==> config.mk <==
export PLATFORM = sky130hd
export DESIGN_NAME = pipeline_hazard_ctrl
export DESIGN_NICKNAME = d
export VERILOG_FILES = /design/src/rtl/pipeline_hazard_ctrl.sv
export SDC_FILE = /design/constraint.sdc
export NUM_CORES = 1
export LEC_CHECK = 0
export ABC_AREA = 1
export CAP_MARGIN = 0
export CORE_UTILIZATION = 40
export DETAILED_ROUTE_END_ITERATION = 10
export PLACE_DENSITY_LB_ADDON = 0.05
export REMOVE_ABC_BUFFERS = 1
export SYNTH_ARGS = -nofsm -noshare
export SYNTH_HDL_FRONTEND = slang
export SYNTH_SLANG_ARGS = --single-unit
==> constraint.sdc <==
create_clock -name clk -period 1.71 [get_ports clk]
set_input_delay 0.342 -clock clk [delete_from_list [all_inputs] [get_ports clk]]
set_output_delay 0.342 -clock clk [all_outputs]
set_load 0.05 [all_outputs]
==> src/rtl/pipeline_hazard_ctrl.sv <==
// rtl/pipeline_hazard_ctrl.sv - stall/flush sequencer and stall/flush perf counters for the 5-stage LC-3b pipeline
module pipeline_hazard_ctrl #(
    parameter int CNT_W        = 16,
    parameter bit NOP_ON_FLUSH = 1'b1
) (
    input  logic             clk,
    input  logic             reset,
    input  logic [15:0]      id_ir,
    input  logic [15:0]      ex_ir,
    input  logic             ex_valid,
    input  logic             mem_redirect,
    input  logic             icache_read,
    input  logic             icache_resp,
    input  logic             dmem_req,
    input  logic             dmem_resp,
    input  logic             perf_clear,
    output logic             load_pc,
    output logic             load_if_id,
    output logic             load_id_ex,
    output logic             load_ex_mem,
    output logic             load_mem_wb,
    output logic             bubble_id_ex,
    output logic             flush_if_id,
    output logic             flush_id_ex,
    output logic             flush_ex_mem,
    output logic [CNT_W-1:0] stall_cycles,
    output logic [CNT_W-1:0] flush_events
);

    typedef enum logic [1:0] {S_RUN, S_BUBBLE, S_MEMWAIT} state_t;

    state_t     state;
    logic [3:0] id_op;
    logic [3:0] ex_op;
    logic [2:0] ex_dr;
    logic       ex_is_load;
    logic       reads_sr1;
    logic       reads_sr2;
    logic       reads_dr;
    logic       load_use;
    logic       mem_wait;
    logic       do_redirect;
    logic       do_bubble;

    assign id_op = id_ir[15:12];
    assign ex_op = ex_ir[15:12];
    assign ex_dr = ex_ir[11:9];

    always_comb begin
        ex_is_load = (ex_op == 4'b0110) || (ex_op == 4'b1010) || (ex_op == 4'b0010);
        reads_sr1  = 1'b0;
        reads_sr2  = 1'b0;
        reads_dr   = 1'b0;
        case (id_op)
            4'b0001, 4'b0101: begin
                reads_sr1 = 1'b1;
                reads_sr2 = ~id_ir[5];
            end
            4'b1001, 4'b1101, 4'b0110, 4'b0010, 4'b1010, 4'b1100: reads_sr1 = 1'b1;
            4'b0111, 4'b0011, 4'b1011: begin
                reads_sr1 = 1'b1;
                reads_dr  = 1'b1;
            end
            4'b0100: reads_sr1 = ~id_ir[11];
            default: ;
        endcase
        load_use = ex_valid && ex_is_load &&
                   ((reads_sr1 && (id_ir[8:6]  == ex_dr)) ||
                    (reads_sr2 && (id_ir[2:0]  == ex_dr)) ||
                    (reads_dr  && (id_ir[11:9] == ex_dr)));
    end

    assign mem_wait    = (icache_read & ~icache_resp) | (dmem_req & ~dmem_resp);
    assign do_redirect = mem_redirect & ~mem_wait;
    // A hazard seen while the bubble is already in flight must not bubble again.
    assign do_bubble   = load_use & ~mem_redirect & ~mem_wait & (state != S_BUBBLE);

    always_comb begin
        load_pc      = 1'b0;
        load_if_id   = 1'b0;
        load_id_ex   = 1'b0;
        load_ex_mem  = 1'b0;
        load_mem_wb  = 1'b0;
        bubble_id_ex = 1'b0;
        flush_if_id  = 1'b0;
        flush_id_ex  = 1'b0;
        flush_ex_mem = 1'b0;
        if (!reset && !mem_wait) begin
            load_pc     = 1'b1;
            load_if_id  = 1'b1;
            load_id_ex  = 1'b1;
            load_ex_mem = 1'b1;
            load_mem_wb = 1'b1;
            if (do_redirect) begin
                flush_if_id  = 1'b1;
                flush_id_ex  = 1'b1;
                flush_ex_mem = 1'b1;
                if (!NOP_ON_FLUSH) begin
                    load_if_id  = 1'b0;
                    load_id_ex  = 1'b0;
                    load_ex_mem = 1'b0;
                end
            end else if (do_bubble) begin
                load_pc      = 1'b0;
                load_if_id   = 1'b0;
                bubble_id_ex = 1'b1;
            end
        end
    end

    always_ff @(posedge clk) begin
        if (reset) begin
            state        <= S_RUN;
            stall_cycles <= '0;
            flush_events <= '0;
        end else begin
            if (mem_wait)
                state <= S_MEMWAIT;
            else if (do_bubble)
                state <= S_BUBBLE;
            else
                state <= S_RUN;

            if (perf_clear)
                stall_cycles <= '0;
            else if ((mem_wait || do_bubble) && (stall_cycles != '1))
                stall_cycles <= stall_cycles + CNT_W'(1);

            if (perf_clear)
                flush_events <= '0;
            else if (do_redirect && (flush_events != '1))
                flush_events <= flush_events + CNT_W'(1);
        end
    end

endmodule
=== Word level (Yosys, flattened, before mapping) ===
Cells that the tools add are included.

* Output and inout port bits: 41
* Bits in registers: 34
* Word-level logic and storage cells: 74
* Input bits: 41

* Bitwise gates (word level): 13
* Reductions and logical operators: 20
* Multiplexer cells: 14
* Add/subtract/negate cells: 2
* Equal/unequal tests: 21

{| class="wikitable"
|+ Operator list
! kind !! number
|-
| $add 16x1->16 const B || 2
|-
| $ne 16x16->1 const B || 2
|-
| $eq 4x4->1 const B || 6
|-
| $eq 4x3->1 const B || 5
|-
| $eq 4x2->1 const B || 3
|-
| $mux 1 || 12
|-
| $reduce_or 11->1 || 1
|-
| $eq 3x3->1 || 3
|-
| $logic_and 1x1->1 || 8
|-
| $and 1x1->1 || 6
|-
| $not 1->1 || 6
|-
| $reduce_or 2->1 || 3
|-
| $logic_or 1x1->1 || 5
|-
| $eq 4x1->1 const B || 1
|-
| $reduce_or 3->1 || 1
|-
| $logic_not 1->1 || 2
|-
| $mux 2 || 1
|-
| $ne 2x1->1 const B || 1
|-
| $pmux 1 s2 || 1
|-
| $or 1x1->1 || 1
|}

=== Logic depth before layout (Yosys ltp) ===
* Depth after elaboration: 13
* Mapped depth: 13
* Depth with buffers taken out: 13

=== Worst setup path after synthesis ===
No wires, ideal clock.

* Path type: in2out
* Start point: input port id_ir[12]
* End point: output port load_pc
* Data required time: 1.368 ns
* Stages: 11
* Slack: -0.761 ns
* Arrival time: 2.129 ns
* Path buffers: 2
* Cell sequence: nor2_1 > nand2_1 > nand2_1 > nand2_1 > nand3_1 > nand3_1 > nand2_1 > nand2_4 > buf_4 > nor2_1 > buf_4

* Cells in the longest elaborated chain, start to end: 13
* Elaborated cells between the ends (all ways): 30
* Those cells by class: 12 x eq/ne; 6 x mux; 3 x bitwise; 9 x reduce/logical

{| class="wikitable"
|+ Ends and longest elaborated chain
! item !! line !! text
|-
| start: declaration || 8 || <nowiki>input logic [15:0] id_ir,</nowiki>
|-
| $eq 4x3->1 (tied with other cells) || 54 || <nowiki>case (id_op)</nowiki>
|-
| $reduce_or 11->1 (no source line) or $reduce_or 2->1 (tied branches) || -- ||
|-
| $pmux 1 s2 or $mux 1 (tied branches) || 54 ||
|-
| $logic_and 1x1->1 (on tied branches) || 68, 69 ||
|-
| $logic_or 1x1->1 || 68 || <nowiki>((reads_sr1 && (id_ir[8:6] == ex_dr)) ||</nowiki>
|-
| $logic_or 1x1->1 (*) || 69 || <nowiki>(reads_sr2 && (id_ir[2:0] == ex_dr)) ||</nowiki>
|-
| $logic_and 1x1->1 (*) || 67 || <nowiki>load_use = ex_valid && ex_is_load &&</nowiki>
|-
| $and 1x1->1 (*) (3 in series) || 76 || <nowiki>assign do_bubble = load_use & ~mem_redirect & ~mem_wait & (state != S_BUBBLE);</nowiki>
|-
| $mux 1 (*) (3 in series) || -- ||
|-
| end: declaration || 17 || <nowiki>output logic load_pc,</nowiki>
|}

Every way passes the cells marked *; elsewhere a longest branch is shown, timed or not.

=== Worst setup path in the final report ===
* Start point: input port icache_resp
* End point: output port load_pc

* Cells in the longest elaborated chain, start to end: 9
* Elaborated cells between the ends (all ways): 12
* Those cells by class: 3 x mux; 7 x bitwise; 2 x reduce/logical

{| class="wikitable"
|+ Ends and longest elaborated chain
! item !! line !! text
|-
| start: declaration || 13 || <nowiki>input logic icache_resp,</nowiki>
|-
| $not 1->1 (*) || 73 || <nowiki>assign mem_wait = (icache_read & ~icache_resp) | (dmem_req & ~dmem_resp);</nowiki>
|-
| $and 1x1->1 (*) || 73 ||
|-
| $or 1x1->1 (*) || 73 ||
|-
| $not 1->1 || 74, 76 ||
|-
| $and 1x1->1 (2 in series) || 76 ||
|-
| $mux 1 || 103 || <nowiki>end else if (do_bubble) begin</nowiki>
|-
| $mux 1 || 94 || <nowiki>if (do_redirect) begin</nowiki>
|-
| $mux 1 (*) || 88 || <nowiki>if (!reset && !mem_wait) begin</nowiki>
|}

Marks and branches as above.

==> impl_metrics.toml <==
[yosys]
synth_edf_count = 0
synth-seq-cells = 34
netlist-cell-type-count = 33
syn-cell-area_um2 = 2160
yosysWarnings = 0
syn_inst = 325
yosys_most_used_dff = "dfxtp_1"
synth.avg_cell_area_um2 = 6.66
async_reset_ff_share_pct = 0
yosysSeqAreaShare_pct = 31.5

[critical_path]
cpPeakStageDelay_ns = 0.18
path_class = "in2out"
start_kind = "input pin"
regToRegStartpoint = "flush_events[0]"
r2r_slack_ns = 0.07
critPathMaxFanout = 3
crit_path_end_kind = "primary output"
reg2reg_depth = 12
cp_slowest_cell = "clkdlybuf4s15_1"
crit_chain = "clkdlybuf4s15_1 > o22ai_2 > buf_6 > nor3_4 > nand2_4 > nand2_4 > nor2_4 > buf_12"
timing.critical_path.required_ns = 1.37
crit_top_cell = "nand2_4"
crit_arrival_ns = 1.32
rr_endpoint = "flush_events[3]"

[timing]
max_freq_mhz = 603
rsz0062_at_grt = "yes"
skew_ns = 0.00803
finalSetupViolCount = 0
fin_crit_sh_pct = 97.1
worstMarginPinSlew_ns = 0.290
hold_violations = 0
slew_viol_final = 0
slew_headroom_pct = 80.5
fin_crit_ns = 1.66

[floorplan]
design.core.area_um2 = 5170
io_pins = 82
dieArea_um2 = 5710
dieHeight_um = 75.5
rows = 26
chipWidth_um = 75.5
start_util_pct = 41.8

[layout]
diodes = 0
syn_to_final_growth_pct = 61.9
fin_area_um2 = 3500
num-nets-final = 484
layout-drive-gt1-share_pct = 35.3
fin_cells = 512

[power_and_ir_drop]
seqPwrFrac_pct = 41.8
switching_share_pct = 26.2
clkPwrFrac_pct = 38.2
power_leakage_nw = 1.47
vdd_drop_max_mv = 0.370
netSwitchingPower_w = 0.000502
cell_internal_pwr_w = 0.00141
power_density_nw_per_um2 = 547
power_frac_comb_pct = 20.0

[drt]
drtPass1Iterations = 6
wl_per_cell_um = 12.0
num_vias = 2440
ant_nets = 0
first_iter_violations = 82
via_per_inst = 4.77
drcViolationCount = 0
wirelength_um = 6150

[clock_tree]
cts_sinks = 34
h-tree-depth = 2
cts-buffers-inserted = 5
ctsHoldBuffers = 0
clock_latency_ns = 0.29
cts-root-buf = "clkbuf_8"
clkTransAtPathRegs_ns = 0.07
cts_buffer_depth = 2
cts_tree = "yes"

[placement]
place_area_um2 = 3210
gp_congestion = 0.850
io_buffer_count = 70
placedCellCount = 494
dp_hpwl_um = 4570

[global_route]
grt_pass1_vias = 2172
grt_pass1_wl_um = 9450
grt_max_degree = 19
antenna_found_initial = 0
use_met2_pct = 41.2
met3_usage_pct = 4.23
gr-total-overflow = 0
track_usage_pct = 21.8
use_met1_pct = 24.4
grt-busiest-layer = "met2"

[hold_path]
min_to = "flush_events[14]"
hold_depth = 2
min_path_type = "reg2reg"
hp-start = "flush_events[14]"

[job]
drv_cap = 0

[outcome]
status = "finished, final reports clean"
-- through the flow --
step / hold slack [ns] / util (%) / setup WS, ns / power (W) / setup TNS [ns]
after floorplan: 0.414 / - / -1.14 / 0.000962 / -18.93
after global placement: 0.494 / 62.1 / -0.545 / 0.00116 / -13.64
after detailed placement: 0.500 / 62.1 / -0.578 / 0.00116 / -14.03
after CTS: 0.508 / 65.0 / 0.000970 / 0.00191 / 0
after global routing: 0.543 / 67.7 / -0.0271 / 0.00200 / -0.0728
final: 0.510 / 67.7 / 0.0503 / 0.00192 / 0
-- worst max-delay path: cells and delay by family --
family	cells	cell delay, ns
AOI/OAI and AO/OA	1	0.17
buffers and inverters	3	0.46
and+or+nand+nor	4	0.34
-- Yosys cell counts, drive strengths merged (2+ instances only) --
cell type   n  share of area (%)
clkinv      2               0.35
xnor2      10                4.0
nor2       49                9.3
o21ai       9                2.1
ha          2                1.2
nor3        8                2.4
xor2       15                6.1
buf        10                3.6
nand3      41                 10
clkbuf      3               0.52
nand2      76                 14
inv        29                5.0
nor3b       2               0.69
nand4       4                1.2
dfxtp      34                 31
a21oi      26                6.2
-- power groups by stage --
stage | logic [W] | registers, W | clock network (W)
finish | 0.000383 | 0.000800 | 0.000732
global route | 0.000411 | 0.000800 | 0.000785
CTS | 0.000357 | 0.000799 | 0.000753
detailed placement | 0.000348 | 0.000817 | 0
global placement | 0.000346 | 0.000817 | 0
floorplan | 0.000131 | 0.000831 | 0
-- repair_timing --
item	CTS	global route
gates resized for setup	103	30
endpoints found under the setup margin	26	21
buffers inserted	3	7
pin swaps	31	15
-- sequential cells by signal, summed over array words and instances (netlist names) --
register	flops
stall_cycles	16
flush_events	16
state	2
-- metal layers --
layer | share of wire (%) | vias up | wire, um
met5 | 0 | - | 0
met3 | 3.8 | 9 | 232
li1 | - | 1277 | -
met1 | 42 | 1098 | 2590
met4 | 1.5 | 0 | 93
met2 | 53 | 56 | 3240
-- final cells by class --
class                           instances  area, um2
Clock buffer                            7       76.3
Fill cell                             442       1670
Tap cell                               70       87.6
Inverter                               31        124
Clock inverter                          1       30.0
Timing Repair Buffer                  122       1080
Multi-Input combinational cell        247       1420
Sequential cell                        34        683
-- placed cells by master (no fill, tap or decap), types with 3 or more instances in the layout --
| master | count |
|---|---|
| buf_2 | 11 |
| nand2_2 | 6 |
| nand4_1 | 4 |
| o21ai_1 | 5 |
| clkbuf_8 | 5 |
| a21oi_1 | 24 |
| o21ai_0 | 3 |
| nand3_2 | 4 |
| dlygate4sd2_1 | 5 |
| xnor2_1 | 10 |
| nand3_1 | 35 |
| buf_6 | 7 |
| buf_4 | 78 |
| dfxtp_1 | 32 |
| xor2_1 | 13 |
| nand2_1 | 67 |
| clkdlybuf4s15_1 | 5 |
| inv_1 | 25 |
| nor3_1 | 5 |
| clkbuf_2 | 3 |
| nor2_4 | 6 |
| buf_12 | 12 |
| nor2_1 | 42 |
-- cell families after synthesis --
kind of cell,synth area share [%]
compound gates,8.91
xor+xnor,10.1
fa+ha+maj,1.16
buf+inv,9.48
flops,31.5
simple gates,38.9
-- how the worst max path moves through the flow --
stage	start	to	slack (ns)	cells after the start
2_1_floorplan	dmem_req	flush_ex_mem	-1.14	5
3_3_place_gp	ex_ir[11]	load_pc	-0.55	10
3_5_place_dp	ex_ir[11]	load_pc	-0.58	10
4_1_cts	dmem_req	load_pc	0.001	9
5_1_grt	flush_events[0]	flush_events[3]	-0.03	12
6_report	icache_resp	load_pc	0.05	8
No activity file was read; power rests on OpenSTA's default activity.
